<file path="src/rtl/ps2_key_pkg.sv">
// Shared constants, state encoding and step result type for the PS/2 set-2
// key-event encoder.
package ps2_key_pkg;

    localparam int KEY_W = 65;

    localparam logic [7:0] PFX_E0 = 8'hE0;
    localparam logic [7:0] PFX_E1 = 8'hE1;
    localparam logic [7:0] BRK_F0 = 8'hF0;

    // Keyboard response / status bytes, never part of a key event
    localparam logic [7:0] RSP_ACK     = 8'hFA;
    localparam logic [7:0] RSP_BAT_OK  = 8'hAA;
    localparam logic [7:0] RSP_ECHO    = 8'hEE;
    localparam logic [7:0] RSP_RESEND  = 8'hFE;
    localparam logic [7:0] RSP_BAT_ERR = 8'hFC;
    localparam logic [7:0] RSP_OVR0    = 8'h00;
    localparam logic [7:0] RSP_OVR1    = 8'hFF;

    localparam logic [7:0] KEY_LSHIFT = 8'h12;
    localparam logic [7:0] KEY_PRTSC  = 8'h7C;

    typedef enum logic [2:0] {
        IDLE,
        PREFIX,
        PAUSE,
        HOLD_MAKE,
        HOLD_BRK
    } ps2_state_e;

    typedef struct packed {
        ps2_state_e  st;
        logic [63:0] sbuf;
        logic [2:0]  cnt;
        logic        emit;
        logic [63:0] word;
        logic        err;
    } step_t;

    function automatic logic is_response(input logic [7:0] b);
        return b inside {RSP_ACK, RSP_BAT_OK, RSP_ECHO, RSP_RESEND,
                         RSP_BAT_ERR, RSP_OVR0, RSP_OVR1};
    endfunction

endpackage

</file>
<file path="src/rtl/ps2_timeout_ctr.sv">
// Idle-gap counter: cleared on every byte, counts while enabled, and pulses
// expired in the cycle the count reaches TIMEOUT_CYC.
module ps2_timeout_ctr #(
    parameter int unsigned TIMEOUT_CYC = 48000,
    parameter int unsigned TO_W        = $clog2(TIMEOUT_CYC + 1)
) (
    input  logic clk_sys,
    input  logic reset,
    input  logic clear,
    input  logic enable,
    output logic expired
);

    localparam logic [TO_W-1:0] LAST = TO_W'(TIMEOUT_CYC - 1);

    logic [TO_W-1:0] cnt;

    // A byte in the same cycle suppresses the expiry
    assign expired = enable && !clear && (cnt == LAST);

    always_ff @(posedge clk_sys or posedge reset) begin
        if (reset) begin
            cnt <= '0;
        end else if (clear || !enable || cnt == LAST) begin
            cnt <= '0;
        end else begin
            cnt <= cnt + TO_W'(1);
        end
    end

endmodule

</file>
<file path="src/rtl/ps2_key_encoder.sv">
// Groups the raw PS/2 set-2 byte stream into 65-bit ps2_key events
// (toggle bit + zero-filled scan-code sequence).
module ps2_key_encoder
    import ps2_key_pkg::*;
#(
    parameter int unsigned TIMEOUT_CYC = 48000,
    parameter int unsigned TO_W        = $clog2(TIMEOUT_CYC + 1)
) (
    input  logic             clk_sys,
    input  logic             reset,
    input  logic             byte_valid,
    input  logic [7:0]       byte_data,
    output logic [KEY_W-1:0] ps2_key,
    output logic             key_strobe,
    output logic             err
);

    ps2_state_e  state, state_n;
    logic [63:0] sbuf, sbuf_n;
    logic [2:0]  cnt, cnt_n;
    logic        pend, pend_n;
    logic [63:0] pend_word, pend_word_n;
    logic [KEY_W-1:0] key_n;
    logic        strobe_n, err_n;
    logic        expired;

    logic        emit;
    logic [63:0] emit_word;
    logic [63:0] held, tail;
    logic [7:0]  hold_exp;
    logic        hold_last;
    step_t       nx;

    ps2_timeout_ctr #(
        .TIMEOUT_CYC(TIMEOUT_CYC),
        .TO_W       (TO_W)
    ) u_timeout (
        .clk_sys(clk_sys),
        .reset  (reset),
        .clear  (byte_valid),
        .enable (state != IDLE),
        .expired(expired)
    );

    function automatic step_t idle_step(input logic [7:0] b);
        step_t s;
        s    = '0;
        s.st = IDLE;
        if (!is_response(b)) begin
            if (b == PFX_E0 || b == BRK_F0) begin
                s.st   = PREFIX;
                s.sbuf = {56'd0, b};
            end else if (b == PFX_E1) begin
                s.st   = PAUSE;
                s.sbuf = {56'd0, b};
                s.cnt  = 3'd1;
            end else begin
                s.emit = 1'b1;
                s.word = {56'd0, b};
            end
        end
        return s;
    endfunction

    function automatic step_t prefix_step(input logic [63:0] pbuf, input logic [7:0] b);
        step_t s;
        s      = '0;
        s.st   = PREFIX;
        s.sbuf = {pbuf[55:0], b};
        if (b == PFX_E0 || b == BRK_F0) begin
            // Only E0 F0 is a legal prefix pair; anything else restarts on b
            if (!(pbuf == 64'(PFX_E0) && b == BRK_F0)) begin
                s     = idle_step(b);
                s.err = 1'b1;
            end
        end else if (pbuf == 64'(PFX_E0) && b == KEY_LSHIFT) begin
            s.st = HOLD_MAKE;
        end else if (pbuf == {48'd0, PFX_E0, BRK_F0} && b == KEY_PRTSC) begin
            s.st = HOLD_BRK;
        end else begin
            s.st   = IDLE;
            s.sbuf = '0;
            s.emit = 1'b1;
            s.word = {pbuf[55:0], b};
        end
        return s;
    endfunction

    always_ff @(posedge clk_sys or posedge reset) begin
        if (reset) begin
            state      <= IDLE;
            sbuf       <= '0;
            cnt        <= '0;
            pend       <= 1'b0;
            pend_word  <= '0;
            ps2_key    <= '0;
            key_strobe <= 1'b0;
            err        <= 1'b0;
        end else begin
            state      <= state_n;
            sbuf       <= sbuf_n;
            cnt        <= cnt_n;
            pend       <= pend_n;
            pend_word  <= pend_word_n;
            ps2_key    <= key_n;
            key_strobe <= strobe_n;
            err        <= err_n;
        end
    end

    always_comb begin
        state_n     = state;
        sbuf_n      = sbuf;
        cnt_n       = cnt;
        pend_n      = 1'b0;
        pend_word_n = pend_word;
        err_n       = 1'b0;
        emit        = 1'b0;
        emit_word   = '0;
        nx          = '0;

        // cnt counts tail bytes received while holding; held part sits above them
        case (cnt)
            3'd1:    begin held = sbuf >> 8;  tail = {56'd0, sbuf[7:0]};  end
            3'd2:    begin held = sbuf >> 16; tail = {48'd0, sbuf[15:0]}; end
            default: begin held = sbuf;       tail = '0;                  end
        endcase

        if (state == HOLD_BRK) begin
            hold_exp  = (cnt == 3'd0) ? PFX_E0 : (cnt == 3'd1) ? BRK_F0 : KEY_LSHIFT;
            hold_last = (cnt == 3'd2);
        end else begin
            hold_exp  = (cnt == 3'd0) ? PFX_E0 : KEY_PRTSC;
            hold_last = (cnt == 3'd1);
        end

        if (pend) begin
            emit      = 1'b1;
            emit_word = pend_word;
        end else if (byte_valid) begin
            case (state)
                IDLE, PREFIX: begin
                    nx      = (state == IDLE) ? idle_step(byte_data) : prefix_step(sbuf, byte_data);
                    state_n = nx.st;
                    sbuf_n  = nx.sbuf;
                    cnt_n   = nx.cnt;
                    err_n   = nx.err;
                    emit    = nx.emit;
                    emit_word = nx.word;
                end
                PAUSE: begin
                    if (cnt == 3'd7) begin
                        emit      = 1'b1;
                        emit_word = {sbuf[55:0], byte_data};
                        sbuf_n    = '0;
                        cnt_n     = '0;
                        state_n   = IDLE;
                    end else begin
                        sbuf_n = {sbuf[55:0], byte_data};
                        cnt_n  = cnt + 3'd1;
                    end
                end
                HOLD_MAKE, HOLD_BRK: begin
                    if (byte_data == hold_exp) begin
                        if (hold_last) begin
                            emit      = 1'b1;
                            emit_word = {sbuf[55:0], byte_data};
                            sbuf_n    = '0;
                            cnt_n     = '0;
                            state_n   = IDLE;
                        end else begin
                            sbuf_n = {sbuf[55:0], byte_data};
                            cnt_n  = cnt + 3'd1;
                        end
                    end else begin
                        // Held bytes go out now; the tail restarts as a prefix and any
                        // event it completes with this byte is deferred one cycle
                        emit        = 1'b1;
                        emit_word   = held;
                        nx          = (tail == '0) ? idle_step(byte_data) : prefix_step(tail, byte_data);
                        state_n     = nx.st;
                        sbuf_n      = nx.sbuf;
                        cnt_n       = nx.cnt;
                        err_n       = nx.err;
                        pend_n      = nx.emit;
                        pend_word_n = nx.word;
                    end
                end
                default: begin
                    state_n = IDLE;
                    sbuf_n  = '0;
                    cnt_n   = '0;
                end
            endcase
        end else if (expired) begin
            if (state == HOLD_MAKE || state == HOLD_BRK) begin
                emit      = 1'b1;
                emit_word = held;
            end else begin
                err_n = 1'b1;
            end
            sbuf_n  = '0;
            cnt_n   = '0;
            state_n = IDLE;
        end

        key_n    = emit ? {~ps2_key[KEY_W-1], emit_word} : ps2_key;
        strobe_n = emit;
    end

endmodule
</file>
<file path="config.mk">
export PLATFORM = sky130hd
export DESIGN_NAME = ps2_key_encoder
export DESIGN_NICKNAME = d
export VERILOG_FILES = /design/src/rtl/ps2_key_pkg.sv /design/src/rtl/ps2_timeout_ctr.sv /design/src/rtl/ps2_key_encoder.sv
export SDC_FILE = /design/constraint.sdc
export NUM_CORES = 1
export LEC_CHECK = 0
export ABC_AREA = 1
export CORE_ASPECT_RATIO = 0.9
export CORE_UTILIZATION = 35
export CTS_BUF_LIST = sky130_fd_sc_hd__clkbuf_2 sky130_fd_sc_hd__clkbuf_4 sky130_fd_sc_hd__clkbuf_8
export DETAILED_ROUTE_END_ITERATION = 10
export GPL_ROUTABILITY_DRIVEN = 1
export PLACE_DENSITY_LB_ADDON = 0.3
export SYNTH_ARGS = -nofsm -noshare
export SYNTH_HDL_FRONTEND = slang
export SYNTH_HIERARCHICAL = 1
export SYNTH_SLANG_ARGS = --single-unit
export TNS_END_PERCENT = 1
</file>
<file path="constraint.sdc">
create_clock -name clk_sys -period 10.11 [get_ports clk_sys]
set_input_delay 1.011 -clock clk_sys [delete_from_list [all_inputs] [get_ports clk_sys]]
set_output_delay 1.011 -clock clk_sys [all_outputs]
set_load 0.01 [all_outputs]
</file>
Yosys cells after proc, flatten, opt, wreduce, memory -nomap -nowiden
Index checks and enable logic that the tools add are counted.
{"block": "totals", "ff_bits": 218, "latch_bits": 0, "ramBits": 0, "rom_bits": 0, "in_bits": 11, "out_inout_bits": 67, "wordCells": 147, "mem_count": 0}
{"block": "op_classes", "n_addsub": 2, "n_mul": 0, "div": 0, "magnitude_cmp": 0, "n_eq_ne": 26, "shift": 0, "muxes": 81, "bitwise_logic": 3, "n_reduce_logical": 26}
{"operator": "two-way mux 64 bit", "count": 16}
{"operator": "two-way mux 65 bit", "count": 7}
{"operator": "case mux 64 bit (3 select lines)", "count": 2}
{"operator": "two-way mux 136 bit", "count": 2}
{"operator": "two-way mux 134 bit", "count": 2}
{"operator": "two-way mux 67 bit", "count": 3}
{"operator": "two-way mux 135 bit", "count": 1}
{"operator": "two-way mux 133 bit", "count": 1}
{"operator": "== test 64 x 16 -> 1 bit (second input constant)", "count": 2}
{"operator": "== test 64 x 8 -> 1 bit (second input constant)", "count": 2}
{"operator": "case mux 64 bit (2 select lines)", "count": 1}
{"operator": "== test 8 bit (second input constant)", "count": 9}
{"operator": "two-way mux 69 bit", "count": 1}
{"operator": "two-way mux 68 bit", "count": 1}
{"operator": "logical NOT 64 bit", "count": 1}
{"operator": "two-way mux 3 bit", "count": 15}
{"operator": "two-way mux 8 bit", "count": 4}
{"operator": "case mux 16 bit (2 select lines)", "count": 1}
{"operator": "two-way mux 1 bit", "count": 19}
{"operator": "case mux 3 bit (3 select lines)", "count": 2}
{"operator": "adder 16 x 1 -> 16 bit (second input constant)", "count": 1}
{"operator": "== test 16 bit (second input constant)", "count": 1}
{"operator": "two-way mux 16 bit", "count": 1}
{"operator": "== test 3 x 2 -> 1 bit (second input constant)", "count": 3}
{"operator": "other kinds (22)", "count": 40}

Longest topological paths before layout
Gate-level depths: netlist (run 1).
{"block": "depth", "ltp_word": 12, "mapped_depth": 18, "depth_no_buf": 17}

Modules after synthesis
Netlist (run 1), hierarchy kept.
{"mod": "ps2_key_encoder", "n_inst": 1, "cells_per_inst": 1717, "area_each_um2": 11845.1, "seq_area_each_um2": 4053.9}
{"mod": "ps2_timeout_ctr", "n_inst": 1, "cells_per_inst": 117, "area_each_um2": 922.1, "seq_area_each_um2": 400.4}

Least setup slack after synthesis (run 1)
Ideal clock, no wire load.
{"block": "synth_timing", "path_type": "flip-flop to flip-flop", "startpoint": "reg state[1]", "endpoint": "reg sbuf[24]", "setup_ns": 0.142, "t_arrival_ns": 2.505, "required_time_ns": 9.968, "setup_slack_ns": 7.464, "stages_incl_launch_ff": 13, "path_buffers": 3, "synth_period_minus_slack_ns": 2.646, "path_cell_list": "dfrtp_1 -> inv_1 -> nand2_1 -> nor2_1 -> inv_1 -> clkbuf_1 -> inv_1 -> nor3_1 -> inv_1 -> a21oi_1 -> clkbuf_1 -> clkbuf_1 -> o22ai_2"}
{"block": "synth_between", "word_cells_on_any_way": 20, "cone_classes": "eq/ne (5); mux (7); reduce/logical (8)"}
{"element": "start, declared", "line_no": "ps2_key_encoder.sv:18", "rtl": "ps2_state_e state, state_n;"}
{"element": "start signal, assigned", "line_no": "ps2_key_encoder.sv:100", "rtl": "state <= state_n;"}
{"element": "nonzero test 3 bit", "line_no": "ps2_key_encoder.sv:41", "rtl": ".enable (state != IDLE),"}
{"element": "logical AND 1 bit (2 in series)", "line_no": "ps2_timeout_ctr.sv:19", "rtl": "assign expired = enable && !clear && (cnt == LAST);"}
{"element": "named net expired", "line_no": "ps2_key_encoder.sv:25", "rtl": "logic expired;"}
{"element": "nonzero test 2 bit (no line)"}
{"element": "AND reduction 2 bit (no line)"}
{"element": "end signal, assigned", "line_no": "ps2_key_encoder.sv:101", "rtl": "sbuf <= sbuf_n;"}
{"element": "end, declared", "line_no": "ps2_key_encoder.sv:19", "rtl": "logic [63:0] sbuf, sbuf_n;"}
The timed path passes the listed nets, and every way through them passes these cells.
A chain may end at the register's enable or synchronous reset.

Final worst setup path (run 1)
{"block": "layout_timing", "startpoint": "in byte_data[4]", "endpoint": "reg pend_word[17]"}
{"block": "layout_between", "elab_chain_cells": 6, "word_cells_on_any_way": 26, "cone_classes": "eq/ne (11); mux (7); bitwise (1); reduce/logical (7)"}
{"element": "start, declared", "line_no": "ps2_key_encoder.sv:12", "rtl": "input logic [7:0] byte_data,"}
{"element": "== test 8 x 7 -> 1 bit", "line_no": "ps2_key_encoder.sv:78", "rtl": "end else if (pbuf == {48'd0, PFX_E0, BRK_F0} && b == KEY_PRTSC) begin"}
{"element": "logical AND 1 bit", "line_no": "ps2_key_encoder.sv:78"}
{"element": "two-way mux 65 bit", "line_no": "ps2_key_encoder.sv:78"}
{"element": "two-way mux 65 bit", "line_no": "ps2_key_encoder.sv:76", "rtl": "end else if (pbuf == 64'(PFX_E0) && b == KEY_LSHIFT) begin"}
{"element": "two-way mux 65 bit", "line_no": "ps2_key_encoder.sv:70", "rtl": "if (b == PFX_E0 || b == BRK_F0) begin"}
{"element": "two-way mux 136 bit", "line_no": "ps2_key_encoder.sv:180", "rtl": "nx = (tail == '0) ? idle_step(byte_data) : prefix_step(tail, byte_data);"}
{"element": "end signal, assigned", "line_no": "ps2_key_encoder.sv:104", "rtl": "pend_word <= pend_word_n;"}
{"element": "end, declared", "line_no": "ps2_key_encoder.sv:22", "rtl": "logic [63:0] pend_word, pend_word_n;"}
Several ways; a longest one is shown, not always the timed one.

==> metrics, run 1 <==
run status=complete, no violations; routed via count=between 10k and 15k; post-synthesis compound-gate area fraction=0.1770; Hold Crit Class=flip-flop to flip-flop; critical path's slowest cell=nand3_4; Post-Synth Adder-Cell Area=0.005880; die area=37250 sq um; CORE AREA=35460 sq um; fin crit period=4321 ps; Lkg Pwr=6.304 nW; crit path launch type=input port; row count=65; CTS Hold Bufs=0; Overflow after GRT=0; RSZ-0062 raised after global routing=no; TritonCTS Sinks=178; drt first pass iters=6; post-route ant nets=0; CP Capture Type=flip-flop; vias per cell=5.729; Initial Util=0.3601; slowest stage delay, CP=760 ps; Final Net Count=1834; ys flop type=dfrtp_1; root buf cell=clkbuf_8; DR DRC count=0; cell area after synthesis=12770 sq um; # port buffers=77; Netlist cell types=41; layout cells sized above 1=0.1087; combinational power share=0.119; crit-path max FO=65; Max Slew Vio Count=0; Peak VDD IR=0.07635 mV; Fmax=231.4 MHz; pin count of the biggest net entering global routing=72; syn avg cell area=slightly below 7 sq um; yosys warns=6; vias in the first global route=12.44k; largest family of logic cells by synthesized area=simple AND/OR/NAND/NOR gates; num ports=78; power density over cell area=101.8 nW/um^2; TritonCTS clock tree=built; Synth Net Count=1851; cells after synthesis=1834; Worst-Margin Slew=approximately 1100 ps; Filler cells=3848; Net Sw Power=0.4232 mW; die height=around 180 microns; placed insts=2267; synth-to-layout area growth=9.389%; Worst Setup Slack, final=approximately 5800 ps; Post-Synth XOR/XNOR Area=0.004116; pre-CTS WS=about 5300 ps; DP Wirelength=29440 microns; worst skew pair latency=510 ps; Routed WL=45670 microns; sequential share of power=0.527; first-pass GRT wire length=roughly 73000 microns; Setup Fix Bufs, Post-CTS=0; sequential-to-total area share from yosys stat=0.3489; Finish-stage setup viols=0; post-cts sizing count=0; initial drt markers=1790; P_int=between 0.9 and 1 mW; Slew Limit Headroom=0.2989; clock-pin slew on the worst setup and hold paths=100 ps; Simple-Gate Fraction of Synth Area=0.3605; total CTS buffers=17; clock share of power=0.353; initial antenna violation count=0; Sw Ratio=0.2977; Crit path required time=approximately 10000 ps; H-tree Lvls=4; Max Root-Sink Buffers=2; DR WL/cell=19.86 microns; Die Wd=203.3 microns; total track usage=0.2469; final setup TNS=0 ps; worst path cell trace=clkdlybuf4s50_1, inv_2, nand2_1, inv_1, nor2_1, nand2_1, nor2_1, nand3_4, nand3_1, inv_2, nand3_2, o22ai_1; ys async rst share=1.000; Setup CP Type=input port to flip-flop; EDFF count, synth=0; mux cell area share after synthesis=0; Final Non-Filler Cells=roughly 2.3k; period utilisation layout=0.4274; GPL Wtd Cong=0.9548; clock skew=12.56 ps; Antenna Cells=0; Max Cap Viol=0; Fin. Hold Viols=0; Data arrival, critical path=~4700 ps; #FFs+latches synth=between 150 and 200
synth_stat cells, types with 5 or more instances:
cell / n / area [sq um]
clkbuf_1: 59 / 221.5
nor3_1: 9 / 45.04
a21oi_1: 63 / 315.3
ha_1: 6 / 75.07
nand2_1: 492 / 1847
dfrtp_1: 178 / 4454
o21ai_0: 91 / 455.4
nand3_1: 246 / 1231
a22oi_1: 11 / 82.58
inv_1: 146 / 548.0
nand2_2: 10 / 62.56
inv_2: 17 / 63.81
o31ai_1: 42 / 315.3
nand4_1: 21 / 131.4
nor2_1: 160 / 600.6
o32ai_1: 5 / 43.79
nor2_2: 17 / 106.4
nand3_2: 46 / 460.4
buf_2: 48 / 240.2
buf_12: 5 / 100.1
o22ai_1: 70 / 437.9
buf_6: 6 / 67.56
buf_1: 9 / 33.78
o22ai_2: 40 / 500.5
logic make-up (layout without fill, tap and decap cells):
logic type / count (synthesis) / in the layout
DFF: 178 / 178
xor gates and xnor gates: 6 / 6
and+or+nand+nor: 1012 / 1012
buffers and inverters: 296 / 292
adders and majority gates: 6 / 6
AOI/OAI and AO/OA: 336 / 336
sequential cells by signal, summed over array words and instances, names as in the netlist:
register / cells
cnt: 3
err: 1
key_strobe: 1
pend: 1
pend_word: 24
ps2_key: 65
sbuf: 64
state: 3
u_timeout/cnt: 16
metal layers:
metal  vias up  GRT usage  part of all wire  wire length [microns]
li1       6108          -                 -                      -
met1      6402     0.3586              0.46                  21140
met2       604     0.3728              0.44                  20090
met3        58    0.04353             0.080                   3671
met4         0    0.06887             0.017                    773
met5         -          0                 0                      0
power by group through the flow:
stage | Sequential, mW | Clock [mW] | Combinational (mW)
floorplan | 0.770 | 0 | 0.0860
global placement | 0.764 | 0 | 0.169
detailed placement | 0.764 | 0 | 0.171
CTS | 0.750 | 0.513 | 0.171
global route | 0.753 | 0.542 | 0.185
finish | 0.750 | 0.502 | 0.169
cells in the final DEF (no fill, tap or decap), types with 3 or more instances in the layout:
cell type	netlist	final
buf_4	3	20
o32ai_1	5	5
clkinv_4	0	3
inv_2	17	17
a22oi_1	11	11
clkdlybuf4s50_1	0	76
o22ai_2	40	40
clkbuf_8	0	17
a21oi_1	63	62
xor2_1	4	4
clkinv_2	0	4
nor2_1	160	160
ha_1	6	6
o22ai_1	70	70
o31ai_1	42	42
nand4_1	21	21
nor3_2	3	3
o211ai_1	4	4
inv_6	0	3
inv_1	146	144
nor3_1	9	9
nor2_4	4	4
nand3_1	246	245
nand3_2	46	46
nand2_1	492	492
clkinvlp_4	0	4
o21ai_0	91	91
nor2_2	17	17
nand2_2	10	9
dfrtp_1	178	178
final cells by class:
| cell class | instances | area, sq um | area share |
|---|---|---|---|
| inverter | 163 | 618.1 | 0.04426 |
| timing repair buffer | 97 | 915.9 | 0.06558 |
| multi-input combinational | 1360 | 7019 | 0.5026 |
| clock buffer | 18 | 241.5 | 0.01729 |
| tap | 469 | 586.8 | 0.04202 |
| sequential | 178 | 4454 | 0.3189 |
| clock inverter | 14 | 130.1 | 0.009317 |
critical path, delay by kind of cell:
family	cells	cell delay (ps)
AOI/OAI and AO/OA	1	120
and+or+nand+nor	7	2240
buffers and inverters	4	1280
path summary, 6_finish.rpt:
kind,from,endpoint,slack [ps],depth (start not counted)
max reg2reg,cnt[0],sbuf[14],5800,17
min reg2reg,u_timeout/cnt[0],u_timeout/cnt[0],500,1
max,byte_data[4],pend_word[17],5790,12
min in group asynchronous,reset,ps2_key[61],1000,2
max in group asynchronous,reset,pend_word[1],7340,4
min,u_timeout/cnt[0],u_timeout/cnt[0],500,1
stage by stage:
stage               cell area, sq um  utilization  hold slack [ps]  power [mW]
detailed placement             13590       0.3834            482.6      0.9346
floorplan                      12770            -            449.1      0.8564
global placement               13590       0.3834            477.1      0.9336
global route                   13970       0.3939            526.8       1.481
CTS                            13970       0.3939            497.5       1.434
finish                         13970       0.3939            496.7       1.422
Note: power is estimated with default switching activity, not from simulation.
==> inputs of run 2 (changes only) <==
==> constraint.sdc (replaced) <==
create_clock -name clk_sys -period 4.4 [get_ports clk_sys]
set_input_delay 0.44 -clock clk_sys [delete_from_list [all_inputs] [get_ports clk_sys]]
set_output_delay 0.44 -clock clk_sys [all_outputs]
set_load 0.01 [all_outputs]
==> run 2 against run 1 <==
Effect of this change: clock power increased by 140%; sequential share of layout area decreased by 0.35 points; clock skew increased by 6.0 ps; critical path depth decreased by 1; largest power group unchanged; utilization increased by 0.43 points; worst setup slack got worse by 4600 ps; flip-flop and latch count unchanged; count of clock-buffer cells in the layout increased by 2.
==> metrics, run 2 (synthesis results as in run 1) <==
power density over cell area=235.2 nW/um^2; GPL Wtd Cong=0.9573; period utilisation layout=0.7305; vias in the first global route=12.43k; most common cell after layout, fill and taps aside=nand2_1; H-tree Lvls=4; DP Wirelength=31920 microns; Routed WL=47510 microns; pin count of the biggest net entering global routing=71; Hold Crit Class=input port to async pin; Min Hold Slack=between 300 and 400 ps; die area=37250 sq um; synth-to-layout area growth=10.59%; DR DRC count=0; Worst R2R Path Depth=11; worst skew pair latency=510 ps; slowest stage delay, CP=640 ps; Setup Fix Bufs, Post-CTS=0; initial drt markers=1686; CORE AREA=35460 sq um; Reg with most FFs=ps2_key; layout cells sized above 1=0.1151; Max Cap Viol=0; CTS Hold Bufs=0; die height=183.2 microns; Fmax=roughly 310 MHz; DR WL/cell=20.56 microns; routing usage on met1=0.3741; row count=65; critical path's slowest cell=dfrtp_1; CP dominant cell by count=nand2_1; Lkg Pwr=6.403 nW; Max Slew Vio Count=0; largest registers=ps2_key (65), sbuf (64), pend_word (24); flop2flop setup slack=1190 ps; first-pass GRT wire length=74380 microns; Peak VDD IR=0.1977 mV; commonest non-fill, non-tap cells in the layout=491 x nand2_1, 245 x nand3_1, 178 x dfrtp_1; Design Power=3.321 mW; Die Wd=a little over 200 microns; clock-pin slew on the worst setup and hold paths=around 100 ps; total CTS buffers=17; cell family with most CP delay=buffers and inverters; Area after DPL=13730 sq um; post-cts sizing count=0; post-route ant nets=0; Setup CP Type=flip-flop to flip-flop; GRT met2 Usage=0.3940; RSZ-0062 raised after global routing=no; CP Capture Type=flip-flop; crit-path max FO=39; Finish-stage setup viols=0; TritonCTS clock tree=built; total track usage=0.2572; vias per cell=5.732; root buf cell=clkbuf_8; Worst-Margin Slew=966.5 ps; routed via count=13.25k; fin crit period=between 3000 and 4000 ps; Antenna Cells=0; Crit path required time=4800 ps; global routing's busiest layer=met2; Initial Util=0.3601; Final Net Count=1846; GR Util met3=0.04016; Fin. Hold Viols=0; worst path cell trace=nor2_4, nor2_1, nand2_2, inv_2, nand3_1, buf_4, nand2_1, clkinv_2, buf_12, nand3_2, nand2_1; crit path launch type=flip-flop; WP buf/inv=4; Data arrival, critical path=between 3000 and 4000 ps; run status=complete, no violations; Max Root-Sink Buffers=2; final setup TNS=0 ps; Final Instance Area=14120 sq um; Overflow after GRT=0; drt first pass iters=6; TritonCTS Sinks=~180; # port buffers=77; max reg flops=65; Slew Limit Headroom=0.3557; worst reg2reg path endpoint=ps2_key[37]; num ports=78; initial antenna violation count=0; clock skew=18.54 ps; Filler cells=3861; r2r startpoint=state[2]
## run 2: cell count changes in the layout (fill, tap and decap cells not counted)
cell,delta
inv_6,-1
buf_4,+8
inv_8,+2
nand2_1,-1
buf_12,+4
clkinvlp_4,-3
clkbuf_8,+2
nand3_2,+1
nand2_2,+1
nand3_4,-1
## run 2: how the worst max path moves through the flow
stage,startpoint,endpoint,cells after the start
6_report,state[2],ps2_key[37],11
5_1_grt,cnt[0],ps2_key[10],13
4_1_cts,state[2],ps2_key[30],11
3_5_place_dp,byte_data[5],ps2_key[4],14
3_3_place_gp,byte_data[0],ps2_key[4],13
2_1_floorplan,state[1],sbuf[24],12
## run 2: metrics by stage
step / setup slack [ps] / cells / utilization
final: 1186 / 2311 / 0.3982
after global routing: 1008 / 2311 / 0.3982
after CTS: 1253 / 2311 / 0.3982
after detailed placement: 990.8 / 2279 / 0.3872
after global placement: 1009 / 2279 / 0.3872
after floorplan: 1754 / 1834 / -
## run 2: cell type report
cell class / count / area, sq um / area share
multi-input combinational: 1360 / 7014 / 0.4968
tap: 469 / 586.8 / 0.04156
inverter: 163 / 616.8 / 0.04369
timing repair buffer: 109 / 1056 / 0.07479
clock inverter: 12 / 122.6 / 0.008684
clock buffer: 20 / 269.0 / 0.01905
sequential: 178 / 4454 / 0.3155
## run 2: worst reg2reg max path: cells and delay by family, from the launching register on
family	cells	cell delay, ps
buffers and inverters	4	1480
AND/OR/NAND/NOR	7	980
flip-flops	1	640
## run 2: where the power goes
group | internal (mW) | total (mW) | switching (mW)
Clock | 0.499 | 1.20 | 0.703
Sequential | 1.68 | 1.73 | 0.0421
Combinational | 0.157 | 0.394 | 0.237
Total | 2.34 | 3.32 | 0.982
## run 2: layer usage
| layer | routed length (microns) | share of wire | vias to the layer above |
|---|---|---|---|
| li1 | - | - | 6124 |
| met1 | 21890 | 0.46 | 6445 |
| met2 | 21170 | 0.45 | 613 |
| met3 | 3511 | 0.074 | 65 |
| met4 | 941 | 0.020 | 0 |
| met5 | 0 | 0 | - |
==> RTL edit (flow settings as in run 2) <==
`TIMEOUT_CYC` is set to 48000 in 2 places; all go to 24000.
--- a/src/rtl/ps2_timeout_ctr.sv
+++ b/src/rtl/ps2_timeout_ctr.sv
@@ -1,7 +1,7 @@
 // Idle-gap counter: cleared on every byte, counts while enabled, and pulses
 // expired in the cycle the count reaches TIMEOUT_CYC.
 module ps2_timeout_ctr #(
-    parameter int unsigned TIMEOUT_CYC = 48000,
+    parameter int unsigned TIMEOUT_CYC = 24000,
     parameter int unsigned TO_W        = $clog2(TIMEOUT_CYC + 1)
 ) (
     input  logic clk_sys,
--- a/src/rtl/ps2_key_encoder.sv
+++ b/src/rtl/ps2_key_encoder.sv
@@ -3,7 +3,7 @@
 module ps2_key_encoder
     import ps2_key_pkg::*;
 #(
-    parameter int unsigned TIMEOUT_CYC = 48000,
+    parameter int unsigned TIMEOUT_CYC = 24000,
     parameter int unsigned TO_W        = $clog2(TIMEOUT_CYC + 1)
 ) (
     input  logic             clk_sys,
Check against the original RTL: not settled (the Yosys comparison gave no result); the edit may change what the design does.
==> RTL edit against run 2 <==
- non-clock buffer count increased by 3
- sequential cell count shrank 1
- critical path type unchanged
- worst setup slack got worse by 0.23 ns
- sequential share of layout area is 0.13 points lower
- synthesized area shrank 0.54%
- final area decreased by 0.16%
- wire length decreased by 0.18%
- die area down 0.53%
- total power grew 0.32%
==> RTL edit: results <==
metrics = {
    "logic_synthesis": {
        "yosys_warnings": 6,
        "synth-seq-area-share": 0.3488,
        "ys_types": 38,
        "netlist_top_cells_count": "nand2_1 (492), nand3_1 (252), dfrtp_1 (177)",
        "synth_area_leaders": "dfrtp_1 (35%), nand2_1 (15%), nand3_1 (9.9%), nor2_1 (5.0%), inv_1 (4.5%)",
        "ys_async_sr_fraction": 1.000,
    },
    "drt": {
        "drt_first_pass_iters": 5,
        "wl_per_cell_um": 20.49,
        "viasPerCell": 5.736,
        "drt_iter0_drc": 1497,
    },
    "clock_tree": {
        "cts-root-buf": "clkbuf_8",
        "cts_resized": 0,
    },
    "power": {
        "p_leak_nw": 6.449,
        "ir_drop_v": 0.0001959,
    },
    "worst_setup_path": {
        "worstReg2RegStart": "cnt[0]",
        "cpMaxStageDelayCell": "nor2_1",
        "critPathLaunch": "cnt[0]",
        "path_max_fanout": 40,
        "critPathMaxStageDelay_ns": 0.66,
        "ff2ff_path_depth": 14,
        "worstPathArrival_ns": 3.80,
    },
    "placement": {
        "port_buffers": 77,
        "finalWeightedCongestion": 0.9366,
        "dp_hpwl_um": 31650,
    },
    "global_routing": {
        "grt_first_pass_wirelength_um": 74290,
        "grt_start_max_net_pins": 70,
        "track_usage": 0.2574,
        "grt_pass1_vias": 12665,
    },
    "finish": {
        "drive_gt1_frac": 0.1079,
        "nets": 1849,
        "fillers": 3781,
    },
    "status": {
        "status": "complete, no violations",
    },
    "timing": {
        "worst_pin_slew_ns": 0.9631,
        "fin_skew_ns": 0.01417,
    },
}
RTL edit: changes by cell type in the layout (fill, tap and decap cells not counted), moves of 5 or more:
| cell | delta |
|---|---|
| nor2_1 | +9 |
| inv_1 | +5 |
| nand3_1 | +6 |
| nor2_2 | -11 |
RTL edit: kinds of logic after synthesis:
logic type                 after synthesis  synth area share
adders and majority gates                6          0.005912
DFF                                    177            0.3488
buffers and inverters                  300            0.1050
and+or+nand+nor                       1014            0.3602
AOI/OAI and AO/OA                      330            0.1752
xor gates and xnor gates                 7          0.004828
RTL edit: report_power, final:
part	leakage (nW)	total (mW)	internal (mW)	switching, mW
registers	2.26	1.71	1.67	0.0395
clock network	0.199	1.22	0.528	0.695
logic	3.99	0.395	0.158	0.236
RTL edit: worst max-delay path, delay by kind of cell, from the launching register on:
family / cells / cell delay (ns)
simple gates: 6 / 1.43
buf+inv: 5 / 1.06
flops: 1 / 0.43
fa+ha+maj: 1 / 0.18
compound gates: 2 / 0.18
RTL edit: final timing paths:
| check | endpoint | slack (ns) |
|---|---|---|
| worst max-delay path | sbuf[51] | 0.95 |
| worst min-delay path | ps2_key[59] | 0.20 |
| worst max register to register | sbuf[51] | 0.95 |
| worst min register to register | u_timeout/cnt[0] | 0.47 |
| max in group asynchronous | pend_word[3] | 3.11 |
| min in group clk_sys | state[1] | 0.42 |
RTL edit: cell type report:
| type | count | share of cell area |
|---|---|---|
| Clock buffer | 19 | 0.01766 |
| Sequential cell | 177 | 0.3142 |
| Multi-Input combinational cell | 1357 | 0.4937 |
| Tap cell | 469 | 0.04163 |
| Inverter | 167 | 0.04482 |
| Timing Repair Buffer | 112 | 0.07739 |
| Clock inverter | 13 | 0.01065 |
RTL edit: through the flow:
stage               cell area [sq um]  worst slack, ns  std cells
floorplan                       12700            1.724       1834
global placement                13700           0.8806       2282
detailed placement              13700           0.9039       2282
CTS                             14100            1.045       2314
global route                    14100           0.7813       2314
finish                          14100           0.9534       2314
RTL edit: per-layer routing:
metal	global-route usage	vias up	share of wire
met5	0	-	0
met2	0.3958	634	0.45
li1	-	6122	-
met3	0.05250	60	0.081
met4	0.05865	0	0.013
met1	0.3688	6456	0.46
